<file path="config.mk">
export PLATFORM = sky130hd
export DESIGN_NAME = match_tracker
export DESIGN_NICKNAME = d
export VERILOG_FILES = /design/src/rtl/match_pkg.sv /design/src/rtl/match_tracker_score_cmp.sv /design/src/rtl/match_tracker.sv
export SDC_FILE = /design/constraint.sdc
export NUM_CORES = 1
export LEC_CHECK = 0
export CAP_MARGIN = 30
export CORE_MARGIN = 2
export CORE_UTILIZATION = 42
export CTS_BUF_LIST = sky130_fd_sc_hd__clkbuf_8
export DETAILED_ROUTE_END_ITERATION = 8
export GPL_ROUTABILITY_DRIVEN = 0
export GPL_TIMING_DRIVEN = 0
export PLACE_DENSITY_LB_ADDON = 0.05
export SLEW_MARGIN = 20
export SYNTH_ARGS = -nofsm -noshare
export SYNTH_HDL_FRONTEND = slang
export SYNTH_SLANG_ARGS = --single-unit
</file>
<file path="constraint.sdc">
create_clock -name clk -period 10.1 [get_ports clk]
set_clock_uncertainty 0.1 [all_clocks]
set_input_delay 1.515 -clock clk [delete_from_list [all_inputs] [get_ports clk]]
set_output_delay 1.515 -clock clk [all_outputs]
set_load 0.03 [all_outputs]
</file>
<file path="src/rtl/match_pkg.sv">
// Shared encodings for the match tracker: round results, winner code
// and the match FSM state type.
package match_pkg;

    // round_result encodings
    localparam logic [1:0] RES_NONE = 2'b00;
    localparam logic [1:0] RES_P1   = 2'b01;
    localparam logic [1:0] RES_P2   = 2'b10;
    localparam logic [1:0] RES_DRAW = 2'b11;

    // printwinner encodings
    localparam logic [1:0] PW_LEVEL = 2'b01;
    localparam logic [1:0] PW_P1    = 2'b10;
    localparam logic [1:0] PW_P2    = 2'b11;

    typedef enum logic [1:0] {
        ST_IDLE = 2'b00,
        ST_PLAY = 2'b01,
        ST_DONE = 2'b10
    } state_t;

endpackage

</file>
<file path="src/rtl/match_tracker_score_cmp.sv">
// Magnitude comparator turning the two round-win counts into the
// printwinner code (P1 ahead, P2 ahead, or level).
module score_cmp
    import match_pkg::*;
#(
    parameter int CW = 4
) (
    input  logic [CW-1:0] i_a,
    input  logic [CW-1:0] i_b,
    output logic [1:0]    o_code
);

    // Compare P1 count (i_a) against P2 count (i_b).
    always_comb begin
        o_code = PW_LEVEL;
        if (i_a > i_b) begin
            o_code = PW_P1;
        end else if (i_b > i_a) begin
            o_code = PW_P2;
        end
    end

endmodule

</file>
<file path="src/rtl/match_tracker.sv">
// Match tracker: counts rounds and per-player wins for one match, ends
// the match after ROUNDS rounds or, optionally, as soon as the outcome
// can no longer change, and reports the current leader.
module match_tracker
    import match_pkg::*;
#(
    parameter int ROUNDS    = 9,
    parameter int CW        = 4,
    parameter int EARLY_FIN = 1
) (
    input  logic          clk,
    input  logic          rst,
    input  logic          start,
    input  logic          round_valid,
    input  logic [1:0]    round_result,
    output logic          ready,
    output logic [CW-1:0] round,
    output logic [CW-1:0] win,
    output logic [CW-1:0] lose,
    output logic          fin,
    output logic          fin_pulse,
    output logic [1:0]    printwinner
);

    generate
        if (ROUNDS < 1 || ROUNDS >= (2 ** CW)) begin : g_bad_rounds
            $error("match_tracker: ROUNDS must lie in 1 .. 2**CW-1");
        end
    endgenerate

    // One extra bit so win + remaining rounds can never overflow.
    localparam logic [CW:0] L_ROUNDS = (CW+1)'(ROUNDS);

    state_t          r_state;
    state_t          w_state_nxt;
    logic [CW-1:0]   r_round;
    logic [CW-1:0]   r_win;
    logic [CW-1:0]   r_lose;
    logic            r_fin_pulse;

    logic            w_accept;
    logic [CW-1:0]   w_round_nxt;
    logic [CW-1:0]   w_win_nxt;
    logic [CW-1:0]   w_lose_nxt;
    logic            w_fin_pulse_nxt;
    logic [CW:0]     w_round_e;
    logic [CW:0]     w_win_e;
    logic [CW:0]     w_lose_e;
    logic [CW:0]     w_left;
    logic            w_finish;

    // A round counts only in PLAY, with a real result, and when no restart
    // request competes with it in the same cycle.
    assign w_accept = (r_state == ST_PLAY) && round_valid &&
                      (round_result != RES_NONE) && !start;

    // Next counter values: restart clears, an accepted round scores.
    always_comb begin
        w_round_nxt = r_round;
        w_win_nxt   = r_win;
        w_lose_nxt  = r_lose;
        if (start) begin
            w_round_nxt = '0;
            w_win_nxt   = '0;
            w_lose_nxt  = '0;
        end else if (w_accept) begin
            w_round_nxt = r_round + 1'b1;
            case (round_result)
                RES_P1:  w_win_nxt  = r_win + 1'b1;
                RES_P2:  w_lose_nxt = r_lose + 1'b1;
                default: ;
            endcase
        end
    end

    // Finish test on the post-update counts, widened by one bit.
    always_comb begin
        w_round_e = {1'b0, w_round_nxt};
        w_win_e   = {1'b0, w_win_nxt};
        w_lose_e  = {1'b0, w_lose_nxt};
        w_left    = L_ROUNDS - w_round_e;
        w_finish  = (w_round_e == L_ROUNDS);
        if (EARLY_FIN != 0) begin
            if ((w_win_e > (w_lose_e + w_left)) || (w_lose_e > (w_win_e + w_left))) begin
                w_finish = 1'b1;
            end
        end
    end

    // Next FSM state, plus the one-shot flag for entering DONE.
    always_comb begin
        w_state_nxt = r_state;
        if (start) begin
            w_state_nxt = ST_PLAY;
        end else if (w_accept && w_finish) begin
            w_state_nxt = ST_DONE;
        end
        w_fin_pulse_nxt = (w_state_nxt == ST_DONE) && (r_state != ST_DONE);
    end

    // State, counters and fin pulse register; reset abandons any match.
    always_ff @(posedge clk or posedge rst) begin
        if (rst) begin
            r_state     <= ST_IDLE;
            r_round     <= '0;
            r_win       <= '0;
            r_lose      <= '0;
            r_fin_pulse <= 1'b0;
        end else begin
            r_state     <= w_state_nxt;
            r_round     <= w_round_nxt;
            r_win       <= w_win_nxt;
            r_lose      <= w_lose_nxt;
            r_fin_pulse <= w_fin_pulse_nxt;
        end
    end

    score_cmp #(
        .CW (CW)
    ) u_score_cmp (
        .i_a    (r_win),
        .i_b    (r_lose),
        .o_code (printwinner)
    );

    assign ready     = (r_state == ST_PLAY);
    assign fin       = (r_state == ST_DONE);
    assign fin_pulse = r_fin_pulse;
    assign round     = r_round;
    assign win       = r_win;
    assign lose      = r_lose;

endmodule
</file>
# [Word-level counts from Yosys, hierarchy flattened]
# Cells that the tools add are included.
[totals] register_bits=15 input_bits=6 output_inout_bits=17 wordCells=43
[op_classes] n_addsub=6 magnitude_cmp=4 n_eq_ne=7 mux=13 n_reduce_logical=8
[op_table] op="$mux 4" n=8
[op_table] op="$add 4x1->4 const B" n=3
[op_table] op="$add 4x5->5" n=2
[op_table] op="$gt 4x5->1" n=2
[op_table] op="$gt 4x4->1" n=2
[op_table] op="$mux 2" n=4
[op_table] op="$eq 2x2->1 const B" n=3
[op_table] op="$logic_and 1x1->1" n=5
[op_table] op="$sub 4x4->5 const A" n=1
[op_table] op="$eq 2x1->1 const B" n=2
[op_table] op="$eq 4x4->1 const B" n=1
[op_table] op="$ne 2x2->1 const B" n=1
[op_table] op="$reduce_bool 2->1" n=1
[op_table] op="$logic_not 1->1" n=1
[op_table] op="$logic_or 1x1->1" n=1
[op_table] op="$mux 1" n=1

# [Depth between registers and ports, before layout]
[depth] ltp_word=16 depth_mapped=16 mapped_depth_nobuf=16

# [Hierarchy]
# A second synthesis with hierarchy kept.
[hier_totals] hier_cells=152 hier_area_um2=1395.1
[modules_own_cells] module="match_tracker" n_inst=1 cells_per_inst=136 area_each_um2=1291.2 seq_area_each_um2=375.4
[modules_own_cells] module="score_cmp" n_inst=1 cells_per_inst=16 area_each_um2=103.8 seq_area_each_um2=0.0

# [Worst setup path after synthesis]
# No wires, ideal clock.
[synth_timing] path_type="in2reg" startpoint="input round_valid" endpoint="register r_state[0]" setup_ns=0.120 arrival_time_ns=4.438 required_ns=9.880 setup_slack_ns=5.442 stages=14 path_buffers=0 path_cell_list="nand3b_4 nor2_2 nand2_1 xor2_1 or2_2 ha_1 ha_1 ha_1 a211o_1 or3b_2 o211ai_2 xnor2_1 o2111ai_2 o211a_1"
[synth_via] elab_chain_len=13 elab_cells_between_ends=20 cone_classes="add/sub: 3; order compare: 2; eq/ne: 1; mux: 9; reduce/logical: 5"
[synth_rtl] item="from (decl)" line="match_tracker.sv:14" source="input logic round_valid,"
[synth_rtl] item="$logic_and 1x1->1 (*) (2 in series)" line="match_tracker.sv:54" source="assign w_accept = (r_state == ST_PLAY) && round_valid &&"
[synth_rtl] item="$logic_and 1x1->1 (*)" line="match_tracker.sv:55" source="(round_result != RES_NONE) && !start;"
[synth_rtl] item="$mux 4" line="match_tracker.sv:66" source="end else if (w_accept) begin"
[synth_rtl] item="$mux 4" line="match_tracker.sv:62" source="if (start) begin"
[synth_rtl] item="$sub 4x4->5" line="match_tracker.sv:81" source="w_left = L_ROUNDS - w_round_e;"
[synth_rtl] item="$add 4x5->5" line="match_tracker.sv:84" source="if ((w_win_e > (w_lose_e + w_left)) || (w_lose_e > (w_win_e + w_left))) begin"
[synth_rtl] item="$gt 4x5->1" line="match_tracker.sv:84"
[synth_rtl] item="$logic_or 1x1->1" line="match_tracker.sv:84"
[synth_rtl] item="$mux 1" line="match_tracker.sv:84"
[synth_rtl] item="$logic_and 1x1->1 (*)" line="match_tracker.sv:95" source="end else if (w_accept && w_finish) begin"
[synth_rtl] item="$mux 2 (*)" line="match_tracker.sv:95"
[synth_rtl] item="$mux 2 (*)" line="match_tracker.sv:93" source="if (start) begin"
[synth_rtl] item="via w_state_nxt[0]" line="match_tracker.sv:35" source="state_t w_state_nxt;"
[synth_rtl] item="to (signal assigned)" line="match_tracker.sv:110" source="r_state <= w_state_nxt;"
[synth_rtl] item="to (decl)" line="match_tracker.sv:34" source="state_t r_state;"
# The timed path passes the listed nets; every way through them passes the cells marked *.

# [Worst setup path after layout]
[layout_timing] startpoint="input round_result[0]" endpoint="register r_state[0]"
[layout_via] elab_chain_len=13 elab_cells_between_ends=24 cone_classes="add/sub: 3; order compare: 2; eq/ne: 3; mux: 11; reduce/logical: 5"
[layout_rtl] item="from (decl)" line="match_tracker.sv:15" source="input logic [1:0] round_result,"
[layout_rtl] item="$reduce_bool 2->1" line="match_tracker.sv:55"
[layout_rtl] item="$logic_and 1x1->1" line="match_tracker.sv:54"
[layout_rtl] item="$logic_and 1x1->1" line="match_tracker.sv:55"
[layout_rtl] item="$mux 4" line="match_tracker.sv:66"
[layout_rtl] item="$mux 4" line="match_tracker.sv:62"
[layout_rtl] item="$sub 4x4->5" line="match_tracker.sv:81"
[layout_rtl] item="$add 4x5->5" line="match_tracker.sv:84"
[layout_rtl] item="$gt 4x5->1" line="match_tracker.sv:84"
[layout_rtl] item="$logic_or 1x1->1" line="match_tracker.sv:84"
[layout_rtl] item="$mux 1" line="match_tracker.sv:84"
[layout_rtl] item="$logic_and 1x1->1 (*)" line="match_tracker.sv:95"
[layout_rtl] item="$mux 2 (*)" line="match_tracker.sv:95"
[layout_rtl] item="$mux 2 (*)" line="match_tracker.sv:93"
[layout_rtl] item="via w_state_nxt[0]" line="match_tracker.sv:35"
# Marks and branches as above.

==> metrics.cfg <==
[synth]
yosys.area_share.simple_pct = 21.6
synth_compound_area_share_pct = 12.3
synthTopCellsByArea = dfrtp_1 (26%), ha_1 (21%), xor2_1 (4.8%)
synth_top_cell_area_share_pct = 25.7
avgSynthCellArea_um2 = 9.50
synth_most_common_cell = ha_1
yosys-top-cells-count = ha_1 (25), inv_1 (16), dfrtp_1 (15)
syn_inst = 154
synthesis.nets = 186
yosysUniqueCellTypes = 37
synth_top_area_cell = dfrtp_1
synth_seq_area_share_pct = 25.7
synth_top_family_by_area = adder cells
synth_mux_area_share_pct = 4.88
ys_warn_count = 0
ys_async_sr_fraction_pct = 100
synth_top_flop_cell = dfrtp_1
syn-cell-area_um2 = 1460
synth-seq-cells = 15
synth-xor-area-share_pct = 8.38
synth_edf_count = 0
yosys.area_share.adder_pct = 22.8

[setup_path]
path_max_fanout = 6
worst-endpoint-arrival_ns = 5.32
regToRegStartpoint = round[1]$_DFF_PP0_
crit_start = round_result[0]
crit_path_start_kind = primary input
cp-end-kind = register
worst-setup-path-type = in -> reg
required_ns = 10.19

[route]
vias = 1173
dr_wl_met3_um = 112
via_per_inst = 5.19
wl_met2_um = 1480
routed_wl_um = 3140
ant_nets = 0
wl_per_cell_um = 13.9
route.detailed.drc = 0
dr.pass1.iters = 4
dr.first_iter.drc_count = 38
topRoutingLayerUsed = met4
drt-met1-wl_um = 1510

[clock_network]
cts_setup_buffers = 0
holdBufCountCts = 0
cts_tree = done
cts-root-buf = clkbuf_8
numCtsBuffers = 3
htreeDepth = 1
clkSinkCount = 15
clk_latency_ns = 0.25
ctsResizeCount = 0
clkTransAtPathRegs_ns = 0.06
cts.path.max_buffers = 2

[floorplanning]
coreArea_um2 = 3340
placementRows = 21
dieArea_um2 = 3970
io_pins = 23
dieWidth_um = 63.0
die_h_um = 63.0
start_util_pct = 43.8

[placement]
port_buffers = 22
dpl.hpwl_um = 2610
pre_cts_slack_ns = 4.65

[power_and_ir_drop]
leakagePower_nw = 0.830
power_w = 0.000159
irDropWorstVdd_mv = 0.0571
p_per_area_nw_per_um2 = 89.1

[grt]
grt_start_max_net_pins = 16
grt_pass1_wl_um = 5490
grt_pass1_vias = 1137
antenna_found_initial = 0
groute.usage.overall_pct = 17.4
grt-ovfl-total = 0

[min_path]
min_path_type = reg -> reg
min-delay-start = r_state[1]$_DFF_PP0_

[timing]
relSlewSlack_pct = 57.9
period_needed_ns = 5.23
rsz0062_at_grt = false
finalSetupViolCount = 0
tightestPinTransition_ns = 0.614
finalMaxSlewViolations = 0
hold_viol_final = 0
finalCritPeriodShare_pct = 51.8
setup_tns_ns = 0
final.setup.worst_slack_ns = 4.87
fmax_ghz = 0.191

[cells_and_area]
multi_input_area_um2 = 1020
nFillCells = 324
finalNetCount = 213
syn2layout_area_growth_pct = 22.1
num_antenna_cells = 0
drive_gt1_share_pct = 8.89
seq_area_um2 = 375

[status]
status = finished, final reports clean

[flow_run]
maxCapViolCount = 0

[worst paths after layout]
path | end | cells past startpoint | slack, ns
max in group asynchronous | win[0]$_DFF_PP0_ | 2 | 7.97
worst max-delay path | r_state[0]$_DFF_PP0_ | 17 | 4.87
worst min register to register | r_state[1]$_DFF_PP0_ | 2 | 0.46
worst min-delay path | r_state[1]$_DFF_PP0_ | 2 | 0.46
min in group asynchronous | r_state[1]$_DFF_PP0_ | 2 | 1.54
worst max register to register | r_state[0]$_DFF_PP0_ | 15 | 6.02
[sequential cells by signal, indices dropped and copies added (netlist names)]
register	count
win	4
lose	4
fin_pulse	1
round	4
r_state	2
[cells by family (layout without fill, tap and decap cells)]
family	after synthesis	after routing
compound gates	26	26
simple gates	49	49
buf+inv	17	43
xor+xnor	14	14
fa+ha+maj	26	26
mux	7	7
flops	15	15
[critical path: stages]
cell             delay, ns
clkdlybuf4s50_1       0.58
nor2_1                0.11
nor2_2                0.27
nand2_1               0.11
xor2_1                0.14
or2_2                 0.30
ha_1                  0.20
ha_1                  0.31
ha_1                  0.30
xor2_1                0.17
ha_1                  0.33
a21oi_1               0.15
o21ai_0               0.13
nand4_1               0.11
mux2i_1               0.07
a31oi_1               0.31
o211a_1               0.20
[per-layer routing]
layer	vias up	global-route usage, %
met5	-	0
met4	0	4.17
met3	4	2.34
met2	22	27.5
met1	549	25.1
li1	598	-
[metrics by stage]
step           hold slack (ns)  util [%]  area, um2  std cells
5_1_grt                  0.503      53.5       1790        226
2_1_floorplan            0.406         -       1460        154
3_5_place_dp             0.431      52.2       1740        222
4_1_cts                  0.460      53.5       1790        226
6_report                 0.455      53.5       1790        226
3_3_place_gp             0.435      52.2       1740        222
[power breakdown]
| part | leakage, nW | internal, W | total [W] | switching [W] |
|---|---|---|---|---|
| clock network | 0.0269 | 0.0000269 | 0.0000485 | 0.0000215 |
| logic | 0.601 | 0.0000202 | 0.0000463 | 0.0000260 |
| registers | 0.203 | 0.0000617 | 0.0000643 | 0.00000259 |
[cells in the final DEF (no fill, tap or decap), types with 2 or more instances in the layout]
cell and n:
clkbuf_8 3, a21oi_1 5, clkdlybuf4s50_1 22, nor2_1 8, nand2b_1 7, o21a_1 2
or2_2 4, inv_1 17, nand4_1 7, o21ai_0 10, dfrtp_1 15, ha_1 25
nor2b_1 7, a21o_1 2, nand2_1 5, mux2i_1 6, xnor2_1 6, xor2_1 8
[area by class of cell]
cell class	count	area share, %
timing repair buffer	22	12.3
multi-input combinational	122	57.3
inverter	16	3.36
buffer	1	0.210
clock inverter	1	0.210
sequential	15	21.0
tap	46	3.22
clock buffer	3	2.31
Power figures use the tool's default switching activity.
